===== src/rtl/fht_result_reader.sv =====
// Streams a finished FHT frame out of the 4-bank result RAM set in direct order (k = 0..N-1).
// Reads are credit-limited so that the small output FIFO absorbs the bank read latency without ever overflowing.
module fht_result_reader #(
  parameter int A_BIT      = 8,
  parameter int D_BIT      = 16,
  parameter int RD_LAT     = 2,
  parameter int FIFO_DEPTH = 4
) (
  input  logic             iCLK,
  input  logic             iRESET,
  input  logic             iFHT_RDY,
  input  logic             iRES_SET,
  output logic             oSET_SEL,
  output logic             oRD_EN,
  output logic [A_BIT-1:0] oADDR_RD,
  output logic [1:0]       oBANK_RD,
  input  logic [D_BIT-1:0] iDATA_0,
  input  logic [D_BIT-1:0] iDATA_1,
  input  logic [D_BIT-1:0] iDATA_2,
  input  logic [D_BIT-1:0] iDATA_3,
  output logic [D_BIT-1:0] oDATA,
  output logic             oVALID,
  input  logic             iREADY,
  output logic             oSOP,
  output logic             oEOP,
  output logic             oBUSY,
  output logic             oDONE,
  output logic             oOVERRUN
);

  localparam int K_W   = A_BIT + 2;
  localparam int PTR_W = $clog2(FIFO_DEPTH);
  localparam int CNT_W = $clog2(FIFO_DEPTH) + 1;
  localparam int E_W   = D_BIT + 2;

  localparam logic [K_W-1:0]   K_LAST   = '1;
  localparam logic [CNT_W:0]   DEPTH_L  = (CNT_W+1)'(FIFO_DEPTH);
  localparam logic [PTR_W-1:0] PTR_LAST = PTR_W'(FIFO_DEPTH - 1);

  typedef enum logic [1:0] {
    S_IDLE  = 2'd0,
    S_READ  = 2'd1,
    S_DRAIN = 2'd2
  } state_t;

  typedef struct packed {
    logic       vld;
    logic       sop;
    logic       eop;
    logic [1:0] bank;
  } stage_t;

  state_t           state_reg, state_next;
  logic             rdy_d_reg;
  logic [K_W-1:0]   k_reg, k_next;
  logic             set_sel_reg, set_sel_next;
  logic             overrun_reg, overrun_next;
  logic             done_reg, done_next;
  logic             start;
  logic             issue;
  logic             accept;
  logic [CNT_W:0]   in_flight;
  logic [CNT_W:0]   occupancy;

  stage_t           pipe_reg  [RD_LAT];
  stage_t           pipe_next [RD_LAT];
  stage_t           cap;
  logic [D_BIT-1:0] cap_data;

  logic [E_W-1:0]   fifo_mem [FIFO_DEPTH];
  logic [PTR_W-1:0] wr_ptr_reg, rd_ptr_reg;
  logic [CNT_W-1:0] fifo_cnt_reg;
  logic [E_W-1:0]   fifo_head;

  // rdy_d resets high so a ready flag already asserted out of reset is not an edge
  assign start  = iFHT_RDY & ~rdy_d_reg;
  assign accept = oVALID & iREADY;

  always_comb begin
    state_next   = state_reg;
    k_next       = k_reg;
    set_sel_next = set_sel_reg;
    overrun_next = overrun_reg | (start & (state_reg != S_IDLE));
    done_next    = 1'b0;
    issue        = 1'b0;
    case (state_reg)
      S_IDLE: begin
        if (start) begin
          state_next   = S_READ;
          k_next       = '0;
          set_sel_next = iRES_SET;
        end
      end
      S_READ: begin
        if (occupancy < DEPTH_L) begin
          issue  = 1'b1;
          k_next = k_reg + 1'b1;
          if (k_reg == K_LAST) begin
            state_next = S_DRAIN;
          end
        end
      end
      S_DRAIN: begin
        if (accept && oEOP) begin
          state_next = S_IDLE;
          done_next  = 1'b1;
        end
      end
      default: state_next = S_IDLE;
    endcase
  end

  always_ff @(posedge iCLK) begin
    if (iRESET) begin
      state_reg   <= S_IDLE;
      rdy_d_reg   <= 1'b1;
      k_reg       <= '0;
      set_sel_reg <= 1'b0;
      overrun_reg <= 1'b0;
      done_reg    <= 1'b0;
    end else begin
      state_reg   <= state_next;
      rdy_d_reg   <= iFHT_RDY;
      k_reg       <= k_next;
      set_sel_reg <= set_sel_next;
      overrun_reg <= overrun_next;
      done_reg    <= done_next;
    end
  end

  // Tag pipeline runs in lockstep with the bank RAM read latency
  for (genvar gi = 0; gi < RD_LAT; gi++) begin : g_pipe
    if (gi == 0) begin : g_head
      assign pipe_next[gi] = '{vld:  issue,
                               sop:  issue && (k_reg == '0),
                               eop:  issue && (k_reg == K_LAST),
                               bank: k_reg[1:0]};
    end else begin : g_tail
      assign pipe_next[gi] = pipe_reg[gi-1];
    end
  end

  always_ff @(posedge iCLK) begin
    if (iRESET) begin
      for (int i = 0; i < RD_LAT; i++) begin
        pipe_reg[i] <= '0;
      end
    end else begin
      pipe_reg <= pipe_next;
    end
  end

  // Every outstanding read plus every stored word holds one FIFO slot
  always_comb begin
    in_flight = '0;
    for (int i = 0; i < RD_LAT; i++) begin
      in_flight = in_flight + (CNT_W+1)'(pipe_reg[i].vld);
    end
  end

  assign occupancy = in_flight + {1'b0, fifo_cnt_reg};
  assign cap       = pipe_reg[RD_LAT-1];

  always_comb begin
    cap_data = iDATA_0;
    case (cap.bank)
      2'd0:    cap_data = iDATA_0;
      2'd1:    cap_data = iDATA_1;
      2'd2:    cap_data = iDATA_2;
      default: cap_data = iDATA_3;
    endcase
  end

  always_ff @(posedge iCLK) begin
    if (iRESET) begin
      wr_ptr_reg   <= '0;
      rd_ptr_reg   <= '0;
      fifo_cnt_reg <= '0;
      for (int i = 0; i < FIFO_DEPTH; i++) begin
        fifo_mem[i] <= '0;
      end
    end else begin
      if (cap.vld) begin
        fifo_mem[wr_ptr_reg] <= {cap.eop, cap.sop, cap_data};
        wr_ptr_reg           <= (wr_ptr_reg == PTR_LAST) ? '0 : wr_ptr_reg + 1'b1;
      end
      if (accept) begin
        rd_ptr_reg <= (rd_ptr_reg == PTR_LAST) ? '0 : rd_ptr_reg + 1'b1;
      end
      case ({cap.vld, accept})
        2'b10:   fifo_cnt_reg <= fifo_cnt_reg + 1'b1;
        2'b01:   fifo_cnt_reg <= fifo_cnt_reg - 1'b1;
        default: fifo_cnt_reg <= fifo_cnt_reg;
      endcase
    end
  end

  assign fifo_head = fifo_mem[rd_ptr_reg];

  assign oVALID   = (fifo_cnt_reg != '0);
  assign oDATA    = fifo_head[D_BIT-1:0];
  assign oSOP     = fifo_head[D_BIT];
  assign oEOP     = fifo_head[D_BIT+1];
  assign oRD_EN   = issue;
  assign oADDR_RD = k_reg[K_W-1:2];
  assign oBANK_RD = k_reg[1:0];
  assign oSET_SEL = set_sel_reg;
  assign oBUSY    = (state_reg != S_IDLE);
  assign oDONE    = done_reg;
  assign oOVERRUN = overrun_reg;

endmodule


===== config.mk =====
export PLATFORM = sky130hd
export DESIGN_NAME = fht_result_reader
export DESIGN_NICKNAME = d
export VERILOG_FILES = /design/src/rtl/fht_result_reader.sv
export SDC_FILE = /design/constraint.sdc
export NUM_CORES = 1
export LEC_CHECK = 0
export ABC_AREA = 1
export CORE_UTILIZATION = 35
export CTS_BUF_LIST = sky130_fd_sc_hd__clkbuf_16
export CTS_CLUSTER_SIZE = 24
export DETAILED_ROUTE_END_ITERATION = 8
export PLACE_DENSITY = 0.62
export SETUP_SLACK_MARGIN = 0.4
export SKIP_CTS_REPAIR_TIMING = 1
export SLEW_MARGIN = 0
export SYNTH_ARGS = -nofsm -noshare
export SYNTH_HDL_FRONTEND = slang
export SYNTH_SLANG_ARGS = --single-unit

===== constraint.sdc =====
create_clock -name iCLK -period 3 [get_ports iCLK]
set_input_delay 0.9 -clock iCLK [delete_from_list [all_inputs] [get_ports iCLK]]
set_output_delay 0.9 -clock iCLK [all_outputs]
set_load 0.01 [all_outputs]

==> impl_summary.md <==
Logic synthesis
Summing the areas of all compound-gate instances in the mapped netlist gives 11.9% of the synthesized area. In this run the biggest area consumer among cell types represents 42.3% of the synthesized area. The number of distinct standard cells referenced by the synthesized netlist is 35. The number of nets in the synthesized netlist is approximately 650. The library cell with the largest summed area after synthesis is sky130_fd_sc_hd__edfxtp_1. The mean cell area of the mapped netlist is 8.95 um^2. The parity-gate share of the synthesized area counting xor and xnor cells is 0%. The simple-gate share of the synthesized area is between 20% and 30%. In this run, synthesis produced a sequential element count of 107.

During synthesis, Yosys emitted a total of 0 warnings. The most used flip-flop cell after synthesis is sky130_fd_sc_hd__edfxtp_1. Counting flops with a built-in enable in the synthesized netlist gives 72.

In the post-synthesis netlist, the biggest area contributors are sky130_fd_sc_hd__edfxtp_1 (42%), sky130_fd_sc_hd__dfxtp_1 (14%), sky130_fd_sc_hd__nor2_1 (9.8%). Counting flops with an async set or reset pin after synthesis yields a share of 0%. Summing the sequential cell areas from Yosys gives a little under three fifths of the chip area. The most common cell in the netlist is sky130_fd_sc_hd__nor2_1. The commonest cells after synthesis are sky130_fd_sc_hd__nor2_1 (134), sky130_fd_sc_hd__nand2_1 (80), sky130_fd_sc_hd__edfxtp_1 (72). After synthesis, the share of cell area in mux cells is 0%.

The largest family of logic cells by synthesized area is simple AND/OR/NAND/NOR gates. The adder-cell area share of the yosys netlist is 1.86%. The synthesized area is 5110 um^2.

The number of instances in the synthesized netlist is ~570.

STA
The number of setup violations in the final report is 0. For the pin with the worst max-slew slack, the measured transition is around 0.76 ns. Setup repair after global routing could not meet its margin everywhere. Between clock sinks in the finished design, the worst skew comes to 0.0111 ns. The final clock period utilization by the worst path is between 80 and 90%. The count of final max-slew check failures is 0. The tightest hold path in the finished design has a slack of 0.402 ns. The worst path in the final design needs a cycle of 2.69 ns, including I/O delays and setup. The count of final hold-check violations was 0. Derived from the worst setup path, the maximum achievable clock frequency is 372 MHz. Headroom to the max-slew limit came out at ~50%. The total negative slack is 0 ns.

Min path
The path with the worst hold slack has its endpoint at cap[1]. The number of stages on the worst hold path is 2. In this run the most critical hold path is launched from pipe_next[1]. The worst hold path belongs to the class reg -> reg.

Routing
After detailed routing, the number of remaining DRC violations is 0. The DRC violation total after the first TritonRoute iteration is ~350. After detailed routing, the average wire length per cell comes to 15.9 um. The wire length after detailed routing is around 14000 um. In this run the remaining antenna-violating nets after routing total 0. The first detailed-routing pass took 5 iterations.

The routed layout has 4297 vias. The detailed-route vias per instance is approximately 4.9.

Floorplanning
The core region is 14000 um^2. The starting density of the core is 36.4%. The vertical die dimension is 123 um. The area enclosed by the die boundary is 15100 um^2.

In this run the core area contains 43 standard-cell rows. The horizontal extent of the die is around 120 um. The I/O pin count is 103.

Worst setup path
The worst register-to-register path ends at fifo_cnt_reg[2]. Data on the critical path arrives at its endpoint at 1.79 ns. The largest fanout on the critical path is 12.

The worst setup path is captured at an output port. The type of element launching the critical path is a register. The source of the worst register-to-register timing path is fifo_cnt_reg[0]. The reg-to-reg setup timing slack is roughly 1 ns. The category of the critical setup timing path is reg -> out.

The cell depth of the worst flop-to-flop path is 11. STA puts the critical path data required time at 2.10 ns.

CTS
The clock slew seen by the registers of the worst setup and hold paths is 0.07 ns. The clock net in this run drives a total of 107 sinks. The number of buffers between clock root and the deepest sink is 2. Clock tree synthesis selected as its root buffer the cell sky130_fd_sc_hd__clkbuf_16. TritonCTS built the clock tree. The worst-skew pair later-pin latency is 0.35 ns. The H-tree depth is 3. Clock tree synthesis inserted a total of 9 buffers.

Global routing
The largest net degree at the start of global routing is 37. Summed over all layers, the global routing overflow is 0. The first global-routing pass estimated 21700 um of wire. The initial antenna violation count came to 0. In the global route stage, overall resource usage came out at 19.1%. The via count of the first global-routing pass is 4357.

Cells and area
The flip-flop count of the largest register, all copies and words added is roughly 70. The net count of the finished layout is 762. The area used by sequential logic in the layout is 2870 um^2. The area occupied by multi-input gates is about 1900 um^2. The fraction of layout instances using a drive strength above 1 is 10.4%. Counting the fill cells in the layout gives 1287. The growth of design area from synthesis to finish is 34.7%. The number of inserted diodes is 0.

Power
The power density relative to cell area is 471 nW/um^2. The static power due to leakage is 0.00294 uW. Across the VDD grid, the largest voltage drop is 0.306 mV.

Outcome
The flow ran to the end, and the final reports show no timing, DRC or antenna violations.

Flow run
Max-cap violations in this run came to 0.

Placed design
The total half-perimeter wirelength after legalization and detailed placement is 9820 um. At the end of routability-driven placement, the weighted congestion stood at 0.802. The number of port buffers is a little over 100.
## routing by layer
layer	global-route usage [%]	up-vias	share of wire [%]
li1	-	2147	-
met1	24.0	2017	43
met2	34.0	121	51
met3	3.11	12	4.6
met4	4.57	0	1.0
met5	0	-	0
## where the power goes
group / internal [uW] / switching, uW
combinational: 194 / 170
sequential: 1610 / 19.2
clock: 672 / 574
total: 2480 / 763
## stage by stage
| step | instance area [um^2] | power, uW | utilization (%) | instances | worst slack [ns] |
|---|---|---|---|---|---|
| after global placement | 6350 | 2010 | 45.2 | 843 | 0.234 |
| final | 6880 | 3240 | 49.0 | 871 | 0.309 |
| after floorplan | 5110 | 1800 | - | 571 | 0.573 |
| after detailed placement | 6350 | 2010 | 45.2 | 843 | 0.190 |
| after global routing | 6880 | 3350 | 49.0 | 871 | 0.182 |
| after CTS | 6670 | 3240 | 47.5 | 859 | -0.185 |
## cell families after synthesis
logic type	count (synthesis)
AND/OR/NAND/NOR	270
flip-flops	107
AO/OA/AOI/OAI	105
buffers and inverters	82
adder cells (fa/ha/maj)	7
## how the worst max path moves through the flow
| stage | to |
|---|---|
| CTS | oDATA[8] |
| finish | oDATA[6] |
| global route | oDATA[6] |
| detailed placement | oDATA[8] |
| floorplan | fifo_mem[0][0] |
| global placement | oDATA[9] |
## critical path: stages, from the launching register on
cell,delay (ns)
sky130_fd_sc_hd__dfxtp_4,0.37
sky130_fd_sc_hd__clkinvlp_4,0.09
sky130_fd_sc_hd__buf_12,0.11
sky130_fd_sc_hd__buf_6,0.13
sky130_fd_sc_hd__nor2_1,0.05
sky130_fd_sc_hd__o22ai_1,0.15
sky130_fd_sc_hd__clkdlybuf4s50_1,0.55
## placed cells by master, fill, tap and decap left out, types with 3 or more instances in the layout
master and instances:
sky130_fd_sc_hd__nand2_1 80, sky130_fd_sc_hd__nand2_2 3, sky130_fd_sc_hd__nor2_2 3, sky130_fd_sc_hd__clkbuf_16 10, sky130_fd_sc_hd__nor3_1 4, sky130_fd_sc_hd__inv_2 3, sky130_fd_sc_hd__o21ai_0 59, sky130_fd_sc_hd__dfxtp_1 34
sky130_fd_sc_hd__dlymetal6s2s_1 18, sky130_fd_sc_hd__edfxtp_1 72, sky130_fd_sc_hd__buf_12 6, sky130_fd_sc_hd__nand3_1 28, sky130_fd_sc_hd__ha_1 6, sky130_fd_sc_hd__nand4_1 5, sky130_fd_sc_hd__a21oi_1 16, sky130_fd_sc_hd__o22ai_1 18
sky130_fd_sc_hd__inv_1 51, sky130_fd_sc_hd__nor2_1 134, sky130_fd_sc_hd__clkdlybuf4s50_1 84, sky130_fd_sc_hd__inv_6 3, sky130_fd_sc_hd__o211ai_2 7, sky130_fd_sc_hd__buf_4 18
## layout make-up
type | count | share of cell area [%]
Inverter | 56 | 3.14
Multi-Input combinational cell | 382 | 27.3
Timing Repair inverter | 1 | 0.109
Timing Repair Buffer | 129 | 19.9
Clock buffer | 9 | 3.27
Clock inverter | 7 | 1.35
Tap cell | 180 | 3.27
Sequential cell | 107 | 41.6
(Power assumes the default switching activity.)
